### config.mk
export PLATFORM = sky130hd
export DESIGN_NAME = tile_cache_ctrl
export DESIGN_NICKNAME = d
export VERILOG_FILES = /design/src/rtl/tile_cache_ctrl.sv
export SDC_FILE = /design/constraint.sdc
export NUM_CORES = 1
export LEC_CHECK = 0
export ABC_AREA = 1
export CELL_PAD_IN_SITES_DETAIL_PLACEMENT = 2
export CELL_PAD_IN_SITES_GLOBAL_PLACEMENT = 2
export CORE_MARGIN = 1
export CORE_UTILIZATION = 20
export CTS_CLUSTER_DIAMETER = 40
export DETAILED_ROUTE_END_ITERATION = 16
export GPL_TIMING_DRIVEN = 0
export PLACE_DENSITY_LB_ADDON = 0.05
export REMOVE_ABC_BUFFERS = 1
export SLEW_MARGIN = 20
export SYNTH_ARGS = -nofsm -noshare
export SYNTH_HDL_FRONTEND = slang
export SYNTH_SLANG_ARGS = --single-unit
### constraint.sdc
create_clock -name clk -period 1.73 [get_ports clk]
set_input_delay 0.346 -clock clk [delete_from_list [all_inputs] [get_ports clk]]
set_output_delay 0.346 -clock clk [all_outputs]
set_load 0.005 [all_outputs]
### src/rtl/tile_cache_ctrl.sv
// tile_cache_ctrl: miss handling, victim choice and line fill for a 4-bank tile cache
module tile_cache_ctrl #(
  parameter int TAG_W      = 9,
  parameter int OFF_W      = 7,
  parameter int DATA_W     = 32,
  parameter int LINE_BEATS = 8,
  parameter int BEAT_W     = 3
) (
  input  logic              clk,
  input  logic              rst,
  input  logic              req_valid,
  output logic              req_ready,
  input  logic [TAG_W-1:0]  req_tag,
  input  logic [OFF_W-1:0]  req_off,
  input  logic              hit,
  input  logic [3:0]        select,
  output logic [TAG_W-1:0]  bank_tag_0,
  output logic [TAG_W-1:0]  bank_tag_1,
  output logic [TAG_W-1:0]  bank_tag_2,
  output logic [TAG_W-1:0]  bank_tag_3,
  output logic              rsp_valid,
  output logic [1:0]        rsp_bank,
  output logic [OFF_W-1:0]  rsp_off,
  output logic              mem_req_valid,
  input  logic              mem_req_ready,
  output logic [TAG_W-1:0]  mem_req_tag,
  input  logic              mem_data_valid,
  input  logic [DATA_W-1:0] mem_data,
  output logic              fill_we,
  output logic [1:0]        fill_bank,
  output logic [BEAT_W-1:0] fill_beat,
  output logic [DATA_W-1:0] fill_data
);
  typedef enum logic [1:0] {IDLE, MREQ, FILL, RESP} state_t;
  state_t                  state_q, state_d;
  logic [3:0][TAG_W-1:0]   tag_q, tag_d;
  logic [3:0]              valid_q, valid_d, qsel;
  logic [1:0]              rr_q, rr_d, victim_q, victim_d, rsp_bank_q, rsp_bank_d, hit_bank, free_bank;
  logic [BEAT_W-1:0]       beat_q, beat_d;
  logic [TAG_W-1:0]        lt_tag_q, lt_tag_d;
  logic [OFF_W-1:0]        lt_off_q, lt_off_d, rsp_off_q, rsp_off_d;
  logic                    rsp_valid_q, rsp_valid_d, accept, qhit, last;
  assign qsel      = select & valid_q;
  assign qhit      = hit & |qsel;
  assign hit_bank  = qsel[0] ? 2'd0 : qsel[1] ? 2'd1 : qsel[2] ? 2'd2 : 2'd3;
  assign free_bank = !valid_q[0] ? 2'd0 : !valid_q[1] ? 2'd1 : !valid_q[2] ? 2'd2 : 2'd3;
  assign req_ready = state_q == IDLE;
  assign accept    = req_valid & req_ready;
  assign fill_we   = state_q == FILL & mem_data_valid;
  assign last      = fill_we & (beat_q == BEAT_W'(LINE_BEATS - 1));
  always_comb begin
    state_d     = state_q;
    tag_d       = tag_q;
    valid_d     = valid_q;
    rr_d        = rr_q;
    victim_d    = victim_q;
    beat_d      = beat_q;
    lt_tag_d    = lt_tag_q;
    lt_off_d    = lt_off_q;
    rsp_valid_d = 1'b0;
    rsp_bank_d  = rsp_bank_q;
    rsp_off_d   = rsp_off_q;
    if (accept && qhit) begin
      rsp_valid_d = 1'b1;
      rsp_bank_d  = hit_bank;
      rsp_off_d   = req_off;
    end
    if (accept && !qhit) begin
      lt_tag_d = req_tag;
      lt_off_d = req_off;
      victim_d = &valid_q ? rr_q : free_bank;
      state_d  = MREQ;
    end
    if (state_q == MREQ && mem_req_ready) begin
      state_d = FILL;
      beat_d  = '0;
    end
    if (fill_we) beat_d = beat_q + BEAT_W'(1);
    if (last) begin
      tag_d[victim_q]   = lt_tag_q;
      valid_d[victim_q] = 1'b1;
      rr_d              = &valid_q ? rr_q + 2'd1 : rr_q;
      rsp_valid_d       = 1'b1;
      rsp_bank_d        = victim_q;
      rsp_off_d         = lt_off_q;
      state_d           = RESP;
    end
    if (state_q == RESP) state_d = IDLE;
  end
  always_ff @(posedge clk) begin
    if (rst) begin
      state_q     <= IDLE;
      tag_q       <= '0;
      valid_q     <= '0;
      rr_q        <= '0;
      victim_q    <= '0;
      beat_q      <= '0;
      lt_tag_q    <= '0;
      lt_off_q    <= '0;
      rsp_valid_q <= 1'b0;
      rsp_bank_q  <= '0;
      rsp_off_q   <= '0;
    end else begin
      state_q     <= state_d;
      tag_q       <= tag_d;
      valid_q     <= valid_d;
      rr_q        <= rr_d;
      victim_q    <= victim_d;
      beat_q      <= beat_d;
      lt_tag_q    <= lt_tag_d;
      lt_off_q    <= lt_off_d;
      rsp_valid_q <= rsp_valid_d;
      rsp_bank_q  <= rsp_bank_d;
      rsp_off_q   <= rsp_off_d;
    end
  end
  assign bank_tag_0    = tag_q[0];
  assign bank_tag_1    = tag_q[1];
  assign bank_tag_2    = tag_q[2];
  assign bank_tag_3    = tag_q[3];
  assign rsp_valid     = rsp_valid_q;
  assign rsp_bank      = rsp_bank_q;
  assign rsp_off       = rsp_off_q;
  assign mem_req_valid = state_q == MREQ;
  assign mem_req_tag   = lt_tag_q;
  assign fill_bank     = victim_q;
  assign fill_beat     = beat_q;
  assign fill_data     = fill_we ? mem_data : '0;
endmodule

==> flow_metrics.env, run 1 <==
export IMPL_status="complete, no violations"
export IMPL_grt_pass1_vias=3651
export IMPL_crit_chain="inv_8 > nand3_4 > buf_6 > nor2_1 > clkdlybuf4s15_1"
export IMPL_drv_cap=0
export IMPL_die_w_um=127.4
export IMPL_grt_pass1_wl_um=19440
export IMPL_critPathMaxStageDelay_ns=0.36
export IMPL_hold_viol_final=0
export IMPL_worst_path_buf_inv=3
export IMPL_drive_gt1_share_pct=15.06
export IMPL_synth_area_leader_cell="dfxtp_1"
export IMPL_numCtsBuffers=9
export IMPL_syn_area_um2=3147
export IMPL_dp_cells=801
export IMPL_post_route_min_period_ns=1.715
export IMPL_finClkSkew_ns=0.004726
export IMPL_powerDensity_nw_per_um2=774.4
export IMPL_pin_count=153
export IMPL_postSynthCellCount=455
export IMPL_critPathKind="reg2out"
export IMPL_start_util_pct=20.62
export IMPL_synth_simple_area_share_pct=29.46
export IMPL_place_congestion=0.6864
export IMPL_netlist_top_cells_area="dfxtp_1 (48%), nor2_1 (20%), o21ai_0 (6.0%)"
export IMPL_worst_path_max_delay_cell="dfxtp_4"
export IMPL_worstPathMaxFanout=8
export IMPL_critPathLaunchType="flip-flop"
export IMPL_cp_arrival_ns=1.37
export IMPL_fin_nets=681
export IMPL_grt_setup_unrepaired="true"
export IMPL_reg2reg_depth=8
export IMPL_peakVddDrop_mv=0.3393
export IMPL_rrSetupSlack_ns=0.13
export IMPL_cp_end_kind="primary output"
export IMPL_ctsHtreeMaxLevel=3
export IMPL_ys_ff_latch=75
export IMPL_grt_max_degree=42
export IMPL_hold_slack_ns=0.4693
export IMPL_synth_compound_gate_area_share_pct=12.92
export IMPL_cp_top_family="buffers and inverters"
export IMPL_required_ns=1.38
export IMPL_synth_area_mux_share_pct=0
export IMPL_final_cell_mix="nor2_1 (166), clkdlybuf4s50_1 (115), dfxtp_1 (60), nand2_1 (47), inv_1 (43)"
export IMPL_reg2reg_from="fill_beat[0]"
export IMPL_antenna_found_initial=0
export IMPL_synth_top_family_by_area="simple AND/OR/NAND/NOR gates"
export IMPL_hold_buffers=0
export IMPL_die_h_um=127.4
export IMPL_rows=45
export IMPL_cts_sinks=75
export IMPL_cts_tree="done"
export IMPL_area_growth_pct=72.25
export IMPL_avgRoutedWirePerCell_um=15.26
export IMPL_fin_crit_sh_pct=99.16
export IMPL_worstHoldStart="rst"
export IMPL_yosysWarnings=0
export IMPL_synth_distinct_cells=25
export IMPL_yosys_area_top_type_share_pct=47.71
export IMPL_port_buffers=152
export IMPL_overflow=0
export IMPL_core_area_um2=15260
export IMPL_drt_total_wl_um=12740
export IMPL_place_ws_ns=-1.191
export IMPL_setup_viol_count_final=0
export IMPL_design_die_area_um2=16240
export IMPL_p_leak_uw=0.002405
export IMPL_synth_adder_area_share_pct=0.7952
export IMPL_layout_setup_ws_ns=0.01456
export IMPL_cp_depth=5
export IMPL_cts_buffer_depth=2
export IMPL_antenna_left=0
export IMPL_grtUsageTotal_pct=15.72
export IMPL_drv_slew=0
export IMPL_hold_depth=2
export IMPL_cts_root_buf="clkbuf_16"
export IMPL_final_common_cell="nor2_1"
export IMPL_routed_via_count=3485
export IMPL_syn_avg_cell_area_um2=6.916
export IMPL_min_path_type="in2reg"
export IMPL_hold_end="fill_bank[0]"
export IMPL_first_pass_iters=4
export IMPL_num_antenna_cells=0
export IMPL_drt_iter0_drc=79
export IMPL_max_freq_ghz=0.5829
export IMPL_stdcell_count=835
export IMPL_vias_per_cell=4.174
export IMPL_synthXorXnorAreaFrac_pct=0
export IMPL_drcViolationCount=0
export IMPL_worstMarginPinSlew_ns=0.4146
export IMPL_dp_hpwl_um=8750
export IMPL_slew_headroom_pct=72.36
export IMPL_path_clk_slew_ns=0.06
export IMPL_ys_seq_area_share_pct=47.71
export IMPL_insertion_delay_ns=0.34
export IMPL_crit_reg2reg_capture="bank_tag_0[4]"
## registers in the layout, indices dropped and copies added (netlist names)
register / flops
bank_tag_0: 9
bank_tag_1: 9
bank_tag_2: 9
bank_tag_3: 9
mem_req_tag: 9
lt_off_q: 7
rsp_off: 7
valid_q: 4
fill_beat: 3
fill_bank: 2
rr_q: 2
rsp_bank: 2
state_q: 2
rsp_valid: 1
## routing by layer
metal  part of all wire (%)  global-route usage, %
met4                    1.2                  5.462
met2                     46                  26.58
met3                    7.0                  4.690
met5                      0                      0
met1                     46                  18.89
## worst max-delay path by stage
stage	slack, ns	start	end
after CTS	-0.002	fill_beat[0]	rsp_bank[0]
after global routing	-0.06	state_q[0]	fill_data[7]
after global placement	-1.34	rst	fill_beat[0]
after floorplan	0.02	state_q[1]	rsp_bank[0]
after detailed placement	-1.19	select[1]	mem_req_tag[1]
final	0.01	state_q[0]	fill_data[7]
## power by group
part           switching (uW)  internal, uW  total [uW]
sequential               74.3          1780        1860
clock                     710          1140        1850
combinational             229           267         497
total                    1010          3180        4200
## metrics by stage
| stage | util, % | instance area (um^2) | setup TNS, ns | total power (uW) |
|---|---|---|---|---|
| after floorplan | - | 3063 | 0 | 2019 |
| after global placement | 31.78 | 4848 | -106.75 | 2324 |
| after detailed placement | 31.91 | 4868 | -88.01 | 2343 |
| after CTS | 35.07 | 5351 | -0.002489 | 4252 |
| after global routing | 35.52 | 5420 | -0.08892 | 4406 |
| final | 35.52 | 5420 | 0 | 4197 |
## logic make-up after synthesis
group	count (synthesis)
and+or+nand+nor	229
DFF	75
AOI/OAI and AO/OA	77
adders and majority gates	2
buffers and inverters	72
## area by class of cell
cell class	instances	area, um^2
well taps	211	264.0
flip-flops and latches	75	1528
inverters	54	234.0
clock inverters	3	40.04
fillers	1742	9838
repair buffers	170	1597
multi-input cells	311	1515
clock buffers	11	242.7
## Yosys cell counts, drive strengths merged
cell type	instances
o21ai	57
nor3	2
nand2	50
buf	9
clkbuf	9
clkinv	3
o22ai	1
nor3b	1
dfxtp	75
o21bai	8
nand3	6
inv	51
a21oi	11
nor2	170
ha	2
## repair_timing
action,CTS,global route
buffers inserted,10,6
endpoints found under the setup margin,112,85
resized for setup,87,64
gates cloned,3,1
pin swaps,4,6
## worst reg2reg max path, stage by stage (launching register included)
cell      delay (ns)
dfxtp_4         0.37
ha_4            0.14
ha_4            0.12
inv_2           0.05
nor2_8          0.28
nand3_4         0.22
clkinv_2        0.18
nor2_1          0.06
nor2_1          0.12
Note: power is estimated with default switching activity, not from simulation.
==> run 2: changes to the inputs <==
- CELL_PAD_IN_SITES_DETAIL_PLACEMENT: 2 -> default
- CELL_PAD_IN_SITES_GLOBAL_PLACEMENT: 2 -> default
- CORE_UTILIZATION: 20 -> 41
- CTS_CLUSTER_DIAMETER: 40 -> 150
- RECOVER_POWER: default -> 25
==> run 2 against run 1 <==
The flow now finishes with violations (negative setup slack). Critical path depth stayed put. Cell count is 11% lower. First-iteration DRC count is 97% higher. Sequential share of layout area is 0.44 points lower. Routed wire length is 19% lower. Maximum frequency is 5.9% lower. Global-route usage is 8.2 points higher. Setup slack worse by 0.11 ns.
==> flow_metrics.env, run 2 (synthesis gave the netlist of run 1 again) <==
export IMPL_status="finished, violations left"
export IMPL_violations="negative setup slack"
export IMPL_cp_arrival_ns=1.48
export IMPL_cts_buffer_depth=2
export IMPL_avgRoutedWirePerCell_um=13.87
export IMPL_cp_depth=5
export IMPL_hold_buffers=0
export IMPL_powerDensity_nw_per_um2=708.0
export IMPL_critPathLaunchType="flip-flop"
export IMPL_drive_gt1_share_pct=21.48
export IMPL_p_leak_uw=0.002547
export IMPL_fin_crit_sh_pct=105.4
export IMPL_ctsHtreeMaxLevel=3
export IMPL_core_area_um2=7331
export IMPL_layout_setup_ws_ns=-0.09288
export IMPL_antenna_left=0
export IMPL_reg2reg_from="state_q[1]"
export IMPL_pin_count=153
export IMPL_slew_headroom_pct=49.70
export IMPL_grt_max_degree=58
export IMPL_die_w_um=89.61
export IMPL_insertion_delay_ns=0.35
export IMPL_finalCoreUtilization_pct=74.88
export IMPL_crit_chain="buf_4 > nand3_4 > buf_4 > nor2_1 > clkdlybuf4s15_2"
export IMPL_rrSetupSlack_ns=0.03
export IMPL_overflow=0
export IMPL_drv_slew=0
export IMPL_place_congestion=0.7346
export IMPL_grt_pass1_vias=3038
export IMPL_crit_reg2reg_capture="bank_tag_3[8]"
export IMPL_grtUsageTotal_pct=23.92
export IMPL_numCtsBuffers=9
export IMPL_critPathKind="reg2out"
export IMPL_drt_total_wl_um=10350
export IMPL_vias_per_cell=4.735
export IMPL_cts_root_buf="clkbuf_8"
export IMPL_post_route_min_period_ns=1.823
export IMPL_first_pass_iters=4
export IMPL_reg2reg_depth=9
export IMPL_final_cell_mix="nor2_1 (145), clkdlybuf4s50_1 (115), dfxtp_1 (62), nand2_1 (47), inv_1 (44)"
export IMPL_finClkSkew_ns=0.01433
export IMPL_cts_sinks=75
export IMPL_num_antenna_cells=0
export IMPL_die_h_um=89.61
export IMPL_antenna_found_initial=0
export IMPL_path_clk_slew_ns=0.08
export IMPL_worstPathMaxFanout=6
export IMPL_rows=31
export IMPL_max_freq_ghz=0.5486
export IMPL_setup_tns_ns=-0.1855
export IMPL_crit_top_cell="buf_4"
export IMPL_cp_top_family="buffers and inverters"
export IMPL_cp_endpoint="fill_data[9]"
export IMPL_grt_setup_unrepaired="true"
export IMPL_area_growth_pct=74.43
export IMPL_cts_tree="done"
export IMPL_drt_iter0_drc=156
export IMPL_grt_pass1_wl_um=14480
export IMPL_worstMarginPinSlew_ns=0.7533
export IMPL_port_buffers=152
export IMPL_hold_slack_ns=0.4837
export IMPL_final_common_cell="nor2_1"
export IMPL_dp_hpwl_um=6301
export IMPL_critPathMaxStageDelay_ns=0.42
export IMPL_power_uw=3886
export IMPL_drcViolationCount=0
export IMPL_cp_startpoint="state_q[1]"
export IMPL_start_util_pct=42.93
export IMPL_design_die_area_um2=8029
export IMPL_fin_nets=702
export IMPL_routed_via_count=3532
export IMPL_hold_viol_final=0
export IMPL_cp_end_kind="primary output"
export IMPL_worst_path_buf_inv=3
export IMPL_peakVddDrop_mv=0.6747
export IMPL_setup_viol_count_final=4
export IMPL_min_path_type="reg2reg"
export IMPL_worstHoldStart="bank_tag_2[2]"
export IMPL_required_ns=1.38
export IMPL_worst_path_max_delay_cell="dfxtp_4"
export IMPL_drv_cap=0
run 2: cell types whose count changed in the layout (fill, tap and decap cells not counted), sizes merged:
cell | previous run | this run
dlygate4sd2 | 12 | 5
bufinv | 1 | 2
clkdlybuf4s15 | 7 | 3
dlymetal6s2s | 0 | 7
clkinv | 6 | 7
clkbuf | 27 | 24
clkinvlp | 0 | 1
buf | 20 | 44
nand3 | 9 | 11
nand2 | 50 | 51
run 2: routing by layer:
layer	vias to the layer above	part of all wire (%)	global-route usage [%]	wire length (um)
li1	1797	-	-	-
met1	1583	39	27.03	4071
met2	133	50	42.98	5148
met3	19	8.8	6.856	913
met4	0	2.0	8.369	212
met5	-	0	0	0
run 2: worst min path at each step:
stage	to	depth (start not counted)
CTS	fill_beat[0]	1
floorplan	fill_bank[0]	1
finish	bank_tag_2[2]	2
detailed placement	fill_beat[0]	1
global placement	bank_tag_0[7]	2
global route	fill_beat[0]	1
run 2: per-stage QoR:
stage / cells / worst slack (ns) / cell area (um^2)
final: 746 / -0.09288 / 5489
after global routing: 746 / -0.1469 / 5489
after global placement: 688 / -1.052 / 4708
after floorplan: 437 / 0.01934 / 3063
after CTS: 726 / -0.2238 / 5211
after detailed placement: 688 / -0.9402 / 4708
run 2: layout make-up:
class | instances | area (um^2)
clock buffer | 10 | 127.6
multi-input combinational | 314 | 1612
inverter | 54 | 242.7
clock inverter | 6 | 96.34
tap | 99 | 123.9
timing repair buffer | 188 | 1764
fill | 560 | 1842
sequential | 75 | 1523
run 2: power by group:
part | internal [uW] | switching, uW
Clock | 830 | 670
Combinational | 295 | 245
Sequential | 1780 | 68.3
Total | 2900 | 983
run 2: what timing repair did:
item | in CTS | in global routing
hold endpoints to repair | 0 | 0
pin swaps | 18 | 11
resized for setup | 95 | 91
setup buffers | 17 | 18
gates cloned | 5 | 2
setup endpoints to repair | 110 | 82
run 2: worst register-to-register path: stages, from the launching register on:
cell     delay, ns
dfxtp_4       0.42
buf_4         0.14
nand3_4       0.12
buf_12        0.18
nor2_8        0.17
nand2_2       0.10
nor2_4        0.16
inv_2         0.13
nor2_1        0.13
nor2_1        0.06
